==> src/rtl/jtag_dtm_tap.sv <==
// jtag_dtm_tap: oversampled JTAG TAP controller and RISC-V DTM bridging DMI scans to a valid/ready debug-module port
module jtag_dtm_tap #(
    parameter logic [31:0] IDCODE_VALUE = 32'h1e200a6d,
    parameter int          DMI_ABITS    = 6,
    parameter int          IDLE_HINT    = 5
) (
    input  logic                   clk,
    input  logic                   rst_n,
    input  logic                   jtag_TCK,
    input  logic                   jtag_TMS,
    input  logic                   jtag_TDI,
    output logic                   jtag_TDO,
    output logic                   dtm_req_valid_o,
    input  logic                   dtm_req_ready_i,
    output logic [DMI_ABITS+33:0]  dtm_req_data_o,
    input  logic                   dm_resp_valid_i,
    output logic                   dm_resp_ready_o,
    input  logic [DMI_ABITS+33:0]  dm_resp_data_i
);
    localparam int DW = DMI_ABITS + 34;
    localparam logic [2:0] IDLE_F  = 3'(IDLE_HINT);
    localparam logic [5:0] ABITS_F = 6'(DMI_ABITS);

    typedef enum logic [3:0] {
        TLR, RTI, SEL_DR, CAP_DR, SH_DR, EX1_DR, PAU_DR, EX2_DR, UPD_DR,
        SEL_IR, CAP_IR, SH_IR, EX1_IR, PAU_IR, EX2_IR, UPD_IR
    } tap_e;

    tap_e            state, tap_next;
    logic [2:0]      tck_s;
    logic [1:0]      tms_s, tdi_s;
    logic            tck_rise, tck_fall, tms, tdi;
    logic [4:0]      ir, ir_sh;
    logic [DW-1:0]   dr_sh, dr_cap, dr_shift, resp_q, resp_now, dmi_cap;
    logic [31:0]     dtmcs;
    logic [1:0]      dmistat;
    logic            busy, busy_now, resp_xfer;
    logic            sel_idc, sel_dtmcs, sel_dmi;
    logic            dmi_go, dmi_cap_busy, dtmcs_upd, hard, clr_stat;

    assign tck_rise = tck_s[1] & ~tck_s[2];
    assign tck_fall = ~tck_s[1] & tck_s[2];
    assign tms      = tms_s[1];
    assign tdi      = tdi_s[1];

    // Bring the JTAG pins into clk and keep one extra TCK stage for edge detection
    always_ff @(posedge clk or negedge rst_n) begin
        if (!rst_n) begin
            tck_s <= '0;
            tms_s <= '0;
            tdi_s <= '0;
        end else begin
            tck_s <= {tck_s[1:0], jtag_TCK};
            tms_s <= {tms_s[0], jtag_TMS};
            tdi_s <= {tdi_s[0], jtag_TDI};
        end
    end

    // IEEE 1149.1 next-state function on the synchronised TMS
    always_comb begin
        tap_next = state;
        case (state)
            TLR:     tap_next = tms ? TLR    : RTI;
            RTI:     tap_next = tms ? SEL_DR : RTI;
            SEL_DR:  tap_next = tms ? SEL_IR : CAP_DR;
            CAP_DR:  tap_next = tms ? EX1_DR : SH_DR;
            SH_DR:   tap_next = tms ? EX1_DR : SH_DR;
            EX1_DR:  tap_next = tms ? UPD_DR : PAU_DR;
            PAU_DR:  tap_next = tms ? EX2_DR : PAU_DR;
            EX2_DR:  tap_next = tms ? UPD_DR : SH_DR;
            UPD_DR:  tap_next = tms ? SEL_DR : RTI;
            SEL_IR:  tap_next = tms ? TLR    : CAP_IR;
            CAP_IR:  tap_next = tms ? EX1_IR : SH_IR;
            SH_IR:   tap_next = tms ? EX1_IR : SH_IR;
            EX1_IR:  tap_next = tms ? UPD_IR : PAU_IR;
            PAU_IR:  tap_next = tms ? EX2_IR : PAU_IR;
            EX2_IR:  tap_next = tms ? UPD_IR : SH_IR;
            UPD_IR:  tap_next = tms ? SEL_DR : RTI;
            default: tap_next = TLR;
        endcase
    end

    // Register decode, capture values and DMI/DTMCS update decisions
    always_comb begin
        sel_idc      = ir == 5'h01;
        sel_dtmcs    = ir == 5'h10;
        sel_dmi      = ir == 5'h11;
        resp_xfer    = dm_resp_valid_i & dm_resp_ready_o;
        resp_now     = resp_xfer ? dm_resp_data_i : resp_q;
        busy_now     = busy & ~resp_xfer;
        dtmcs        = {14'b0, 3'b0, IDLE_F, dmistat, ABITS_F, 4'd1};
        dmi_cap      = busy_now ? {resp_now[DW-1:2], 2'b11} : resp_now;
        dr_cap       = sel_idc ? {{(DW-32){1'b0}}, IDCODE_VALUE} :
                       sel_dtmcs ? {{(DW-32){1'b0}}, dtmcs} :
                       sel_dmi ? dmi_cap : '0;
        dr_shift     = sel_dmi ? {tdi, dr_sh[DW-1:1]} :
                       (sel_idc | sel_dtmcs) ? {{(DW-32){1'b0}}, tdi, dr_sh[31:1]} :
                       {{(DW-1){1'b0}}, tdi};
        dmi_go       = tck_rise && state == UPD_DR && sel_dmi && (dr_sh[1:0] == 2'd1 || dr_sh[1:0] == 2'd2) &&
                       !busy && dmistat == 2'b00;
        dmi_cap_busy = tck_rise && state == CAP_DR && sel_dmi && busy_now;
        dtmcs_upd    = tck_rise && state == UPD_DR && sel_dtmcs;
        hard         = dtmcs_upd & dr_sh[17];
        clr_stat     = dtmcs_upd & (dr_sh[16] | dr_sh[17]);
    end

    // TAP state, instruction and data shift registers, TDO launched on TCK fall
    always_ff @(posedge clk or negedge rst_n) begin
        if (!rst_n) begin
            state    <= TLR;
            ir       <= 5'h01;
            ir_sh    <= '0;
            dr_sh    <= '0;
            jtag_TDO <= 1'b0;
        end else begin
            if (tck_rise) begin
                state <= tap_next;
                ir    <= tap_next == TLR ? 5'h01 : state == UPD_IR ? ir_sh : ir;
                case (state)
                    CAP_IR:  ir_sh <= 5'b00001;
                    SH_IR:   ir_sh <= {tdi, ir_sh[4:1]};
                    CAP_DR:  dr_sh <= dr_cap;
                    SH_DR:   dr_sh <= dr_shift;
                    default: ;
                endcase
            end
            if (tck_fall)
                jtag_TDO <= state == SH_IR ? ir_sh[0] : state == SH_DR ? dr_sh[0] : 1'b0;
        end
    end

    // DMI request/response handshakes, busy tracking and sticky error status
    always_ff @(posedge clk or negedge rst_n) begin
        if (!rst_n) begin
            dtm_req_valid_o <= 1'b0;
            dtm_req_data_o  <= '0;
            dm_resp_ready_o <= 1'b0;
            resp_q          <= '0;
            busy            <= 1'b0;
            dmistat         <= 2'b00;
        end else begin
            if (resp_xfer) begin
                resp_q          <= dm_resp_data_i;
                busy            <= 1'b0;
                dm_resp_ready_o <= 1'b0;
            end
            if (dtm_req_valid_o && dtm_req_ready_i) begin
                dtm_req_valid_o <= 1'b0;
                dm_resp_ready_o <= 1'b1;
            end
            if (dmi_go) begin
                dtm_req_data_o  <= dr_sh;
                dtm_req_valid_o <= 1'b1;
                busy            <= 1'b1;
            end
            if (dmi_cap_busy)
                dmistat <= 2'b11;
            if (clr_stat)
                dmistat <= 2'b00;
            if (hard) begin
                busy            <= 1'b0;
                dtm_req_valid_o <= 1'b0;
                dm_resp_ready_o <= 1'b0;
            end
        end
    end
endmodule

==> config.mk <==
export PLATFORM = sky130hd
export DESIGN_NAME = jtag_dtm_tap
export DESIGN_NICKNAME = d
export VERILOG_FILES = /design/src/rtl/jtag_dtm_tap.sv
export SDC_FILE = /design/constraint.sdc
export NUM_CORES = 1
export LEC_CHECK = 0
export BUFFER_PORTS_ARGS = -buffer_cell sky130_fd_sc_hd__buf_2
export CAP_MARGIN = 40
export CORE_AREA = 2 2 179 128
export CTS_BUF_LIST = sky130_fd_sc_hd__clkbuf_8
export DETAILED_ROUTE_END_ITERATION = 7
export DIE_AREA = 0 0 181 130
export PLACE_DENSITY = 0.46
export SKIP_CTS_REPAIR_TIMING = 1
export SLEW_MARGIN = 10
export SYNTH_ARGS = -nofsm -noshare
export SYNTH_HDL_FRONTEND = slang
export SYNTH_SLANG_ARGS = --single-unit
==> constraint.sdc <==
create_clock -name clk -period 2.6 [get_ports clk]
set_clock_uncertainty 0.05 [all_clocks]
set_input_delay 0.65 -clock clk [delete_from_list [all_inputs] [get_ports clk]]
set_output_delay 0.65 -clock clk [all_outputs]
set_load 0.01 [all_outputs]
==> metrics.txt, run 1 <==
maximum vdd drop between 0.0002 and 0.00025 V; final setup fails 0; CTS root buf clkbuf_8; Slowest Stage Delay on Critical Path 0.57 ns; Worst Setup End Kind flop; Critical Path RT between 2 and 3 ns; crit path max fanout 21; Yosys reg bits around 150; Die Ht 130 um; DR vias between 4,000 and 5,000; TritonCTS clock tree yes; Rel. slew slack 0.650; min Tclk post-route roughly 2.2 ns; clock share of power 0.279; HP Class in2async; Post-Syn Area roughly 6500 um^2; Final Max Slew Viols 0; gr ovfl total 0; design area between 7000 and 8000 um^2; Die ar. around 24,000 um^2; ant diodes 0; GRT Util Overall 0.146; Max Cap Viol 0; Tcrit/Tclk final 0.858; area of the multi-input gates roughly 2600 um^2; initial DRC count 270; commonest non-fill, non-tap cell in the layout dfrtp_1; DR vias/cell ~4.8; P_leak about 3.8 nW; CTS Buf Count 17; final core area utilization 0.347; sequential share of power 0.519; Avg Synthesized Cell Area about 12 um^2; nets@finish 672; switching pwr 2.01 mW; Final Hold Vio Count 0; Pwr per Cell Area between 700 and 800 nW/um^2; Gate power share 0.203; reg2reg start state[1]; register area share after synthesis 0.565; Final TNS setup 0 ns; vias in the first global route 4,631; RSZ-0062 raised after global routing false; Worst Setup Path Type reg2reg; share of cells above drive strength 1 0.343; drt wl/cell between 15 and 20 um; startpoint type of the worst setup path flop; switch share 0.333; first-pass GRT wire length roughly 26,000 um; minimum hold slack between 0.09 and 0.1 ns; htree depth 4; CP delay by family, top simple AND/OR/NAND/NOR gates; final wirelength 16,200 um; gpl congestion slightly below 0.8; Int Power 4.04 mW; initial antenna violation count 0; P&R area growth vs syn 18.3%; Initial Util 0.293; worst skew pair latency ~0.46 ns; largest net degree at the start of global routing 52; CP max-delay cell dfrtp_1; Net Count, Synth 582; WP data arrival 2.51 ns; status completed; DRT antenna net count 0; Clk pin slew, worst setup/hold paths approximately 0.09 ns; Core ar. around 22,000 um^2; fmax approximately 450 MHz; Async S/R FF share, synth 1.00; Netlist cell types between 50 and 60; CP Buf/Inv Count 1; Syn. warnings 0; Placed Area about 7300 um^2; port buffer count 89; # rows 46; CP cell instances nor2_1 > nand3_1 > or3_2 > buf_4 > mux2_1; clock buffer depth 2; number of synthesized flops with an enable pin 0; Syn Inst Count between 500 and 600; DRC Markers 0; IO Pins 90; worst slew pin tran roughly 0.53 ns; hpwl dp ~11,000 um; Reg area approximately 3700 um^2; Fill cells about 2,200; top_reg_cell synth dfrtp_1; CP startpoint state[1]; most frequent cells in the layout 145 x dfrtp_1, 88 x buf_2, 61 x nand2_1; worst reg-to-reg setup slack between 0.3 and 0.4 ns; CTS sink count 146; width of the die approximately 180 um; 1st-pass router iterations 4
==> through the flow <==
stage,std cells,power [mW],worst slack (ns)
2_1_floorplan,535,3.96,0.623
3_3_place_gp,894,4.39,0.417
3_5_place_dp,894,4.42,0.400
4_1_cts,926,6.14,0.372
5_1_grt,926,6.47,0.225
6_report,926,6.05,0.370
==> cells in the mapped netlist (all sizes together) (2+ instances only) <==
| cell type | n | share of area |
|---|---|---|
| nor2 | 11 | 0.0064 |
| o221ai | 2 | 0.0027 |
| nor4b | 2 | 0.0037 |
| o21ai | 42 | 0.033 |
| or3b | 2 | 0.0027 |
| o22ai | 2 | 0.0019 |
| mux2i | 12 | 0.019 |
| a22oi | 24 | 0.029 |
| a21o | 12 | 0.014 |
| a32oi | 2 | 0.0027 |
| a41oi | 2 | 0.0027 |
| a21oi | 15 | 0.013 |
| nor4 | 2 | 0.0019 |
| mux2 | 72 | 0.14 |
| inv | 9 | 0.0052 |
| and3 | 10 | 0.0097 |
| a31oi | 3 | 0.0039 |
| nand3 | 6 | 0.0046 |
| nor2b | 7 | 0.0068 |
| nand2b | 7 | 0.0068 |
| dfrtp | 145 | 0.56 |
| o41ai | 2 | 0.0027 |
| or3 | 4 | 0.0039 |
| a211o | 9 | 0.012 |
| nand2 | 62 | 0.036 |
| nor3 | 3 | 0.0056 |
| nand3b | 2 | 0.0023 |
| nor3b | 3 | 0.0035 |
| buf | 20 | 0.022 |
| and2 | 2 | 0.0019 |
| clkbuf | 19 | 0.011 |
| o211ai | 4 | 0.0046 |
==> power groups by stage <==
stage	Sequential (mW)	Combinational, mW	Clock, mW
5_1_grt	3.21	1.41	1.85
4_1_cts	3.14	1.24	1.76
3_5_place_dp	3.18	1.24	0
6_report	3.14	1.23	1.69
3_3_place_gp	3.17	1.22	0
2_1_floorplan	2.97	0.989	0
==> flip-flops by register name (all words and copies together) (netlist names), 2 cells and up <==
signal,flops
tck_s,3
tdi_s,2
state,4
dtm_req_data_o,40
tms_s,2
ir_sh,5
resp_q,40
ir,5
dr_sh,40
==> kinds of logic (layout without fill, tap and decap cells) <==
family,after synthesis,after routing,synth area share
simple gates,126,126,0.101
flops,146,146,0.565
xor+xnor,2,2,0.00271
mux,84,84,0.159
buf+inv,49,152,0.0389
compound gates,128,128,0.134
==> per-layer routing <==
metal | vias up | GRT usage | share of wire
li1 | 2101 | - | -
met1 | 2178 | 0.216 | 0.51
met2 | 114 | 0.206 | 0.42
met3 | 8 | 0.0405 | 0.058
met4 | 0 | 0.0464 | 0.0081
met5 | - | 0 | 0
==> final timing paths <==
check | depth (start not counted) | to
worst max register to register | 5 | dtm_req_data_o[6]
worst min-delay path | 1 | dtm_req_data_o[34]
max in group asynchronous | 2 | dtm_req_data_o[13]
worst max-delay path | 5 | dtm_req_data_o[6]
worst min register to register | 0 | tck_s[1]
min in group clk | 1 | tck_s[0]
==> final cells by class <==
cell class                      count  area share
Sequential cell                   146       0.477
Multi-Input combinational cell    340       0.336
Timing Repair Buffer              110      0.0877
Tap cell                          288      0.0470
Clock buffer                       18      0.0323
Clock inverter                     14      0.0154
Inverter                           10     0.00490
Power figures use the tool's default switching activity.
==> inputs of run 2 (changes only) <==
- CTS_BUF_LIST: sky130_fd_sc_hd__clkbuf_8 -> not set
==> run 2 against run 1 <==
First-iteration DRC count down 4.1%. Wire length shrank 0.62%. Critical path type unchanged. Non-clock buffer count unchanged.
==> metrics.txt, run 2 (synthesis gave the netlist of run 1 again) <==
status completed (unchanged); Setup Slack @ Placement 0.400 ns (unchanged); Max Cap Viol 0 (unchanged); clock buffer depth 2 (unchanged); non-filler instance count after layout 926 (unchanged); final wirelength 16,100 um (was 16,200 um); DR vias 4,459 (was 4,401); final setup fails 0 (unchanged); final core area utilization 0.355 (was 0.347); Clk pin slew, worst setup/hold paths 0.07 ns (was 0.09 ns); nets@finish 672 (unchanged); Final Max Slew Viols 0 (unchanged); worst slew pin tran 0.536 ns (was 0.526 ns); gr ovfl total 0 (unchanged); commonest non-fill, non-tap cell in the layout dfrtp_1 (unchanged); vias in the first global route 4,596 (was 4,631); clock share of power 0.347 (was 0.279); Initial Util 0.293 (unchanged); sequential share of power 0.470 (was 0.519); GRT Util Overall 0.145 (was 0.146); Core ar. 22,100 um^2 (unchanged); 1st-pass router iterations 5 (was 4); Worst Setup End Kind flop (unchanged); worst skew pair latency 0.42 ns (was 0.46 ns); Critical Path RT 2.84 ns (was 2.88 ns); Rel. slew slack 0.643 (was 0.650); Reg2Reg Depth 5 (unchanged); top flop regs dr_sh (40), dtm_req_data_o (40), resp_q (40) (unchanged); final worst slack 0.381 ns (was 0.370 ns); IO Pins 90 (unchanged); switch share 0.312 (was 0.333); min Tclk post-route 2.22 ns (was 2.23 ns); DRT antenna net count 0 (unchanged); Int Power 4.61 mW (was 4.04 mW); Die Ht 130 um (unchanged); DR vias/cell 4.82 (was 4.75); Gate power share 0.183 (was 0.203); initial antenna violation count 0 (unchanged); first-pass GRT wire length 26,300 um (about the same); share of cells above drive strength 1 0.343 (unchanged); r2r endpoint dtm_req_data_o[1] (was dtm_req_data_o[6]); Final Total Pwr 6.70 mW (was 6.05 mW); design area 7850 um^2 (was 7660 um^2); TritonCTS clock tree yes (unchanged); Slowest Stage Delay on Critical Path 0.53 ns (was 0.57 ns); fmax 451 MHz (was 448 MHz); Worst Setup Path Type reg2reg (unchanged); largest net degree at the start of global routing 52 (unchanged); width of the die 181 um (unchanged); crit path max fanout 21 (unchanged); gpl congestion 0.785 (unchanged); htree depth 4 (unchanged); Final TNS setup 0 ns (unchanged); DRC Markers 0 (unchanged); most frequent cells in the layout 145 x dfrtp_1, 88 x buf_2, 61 x nand2_1 (unchanged); WP data arrival 2.46 ns (was 2.51 ns); CP Buf/Inv Count 1 (unchanged); ant diodes 0 (unchanged); CP cell instances nor2b_1 > nand3_1 > or3_2 > buf_4 > mux2_1 (was nor2_1 > nand3_1 > or3_2 > buf_4 > mux2_1); maximum vdd drop 0.000422 V (was 0.000241 V); HP Class in2async (unchanged); initial DRC count 259 (was 270); RSZ-0062 raised after global routing false (unchanged); Tcrit/Tclk final 0.854 (was 0.858); Die ar. 23,500 um^2 (unchanged); P&R area growth vs syn 21.3% (was 18.3%); CTS sink count 146 (unchanged); minimum hold slack 0.133 ns (was 0.0939 ns); CP startpoint state[3] (was state[1]); Final Hold Vio Count 0 (unchanged); hpwl dp 11,200 um (unchanged); CTS Buf Count 17 (unchanged); switching pwr 2.09 mW (was 2.01 mW); # rows 46 (unchanged); worst reg-to-reg setup slack 0.38 ns (was 0.37 ns); CP delay by family, top simple AND/OR/NAND/NOR gates (unchanged); drt wl/cell 17.3 um (was 17.5 um); P_leak 3.88 nW (was 3.80 nW); Placed Cells 894 (unchanged); Pwr per Cell Area 854 nW/um^2 (was 790 nW/um^2); port buffer count 89 (unchanged); CP max-delay cell dfrtp_1 (unchanged); CTS root buf clkbuf_16 (was clkbuf_8); startpoint type of the worst setup path flop (unchanged); Placed Area 7290 um^2 (unchanged); reg2reg start state[3] (was state[1])
## run 2: how the worst max path moves through the flow
stage                         to  slack, ns  cells past startpoint
2_1_floorplan          dr_sh[17]       0.62                      5
3_3_place_gp   dtm_req_data_o[9]       0.42                      5
3_5_place_dp   dtm_req_data_o[9]       0.40                      5
4_1_cts        dtm_req_data_o[6]       0.38                      5
5_1_grt        dtm_req_data_o[3]       0.23                      5
6_report       dtm_req_data_o[1]       0.38                      5
## run 2: final cells by class
class / count / area [um^2]
flip-flops and latches: 146 / 3650
inverters: 10 / 37.5
well taps: 288 / 360
fillers: 2205 / 14200
clock inverters: 12 / 110
repair buffers: 110 / 672
clock buffers: 20 / 447
multi-input cells: 340 / 2570
## run 2: metal layers
metal  global-route usage  up-vias  part of all wire
met5                    0        -                 0
met4               0.0392        0            0.0075
met3               0.0405        9             0.057
met2                0.206      132              0.42
met1                0.216     2210              0.52
li1                     -     2108                 -
## run 2: power by group through the flow
stage          Sequential (mW)  Clock (mW)  Combinational [mW]
2_1_floorplan             2.97           0               0.989
3_3_place_gp              3.17           0                1.22
3_5_place_dp              3.18           0                1.24
4_1_cts                   3.14        2.39                1.24
5_1_grt                   3.22        2.49                1.41
6_report                  3.15        2.33                1.23
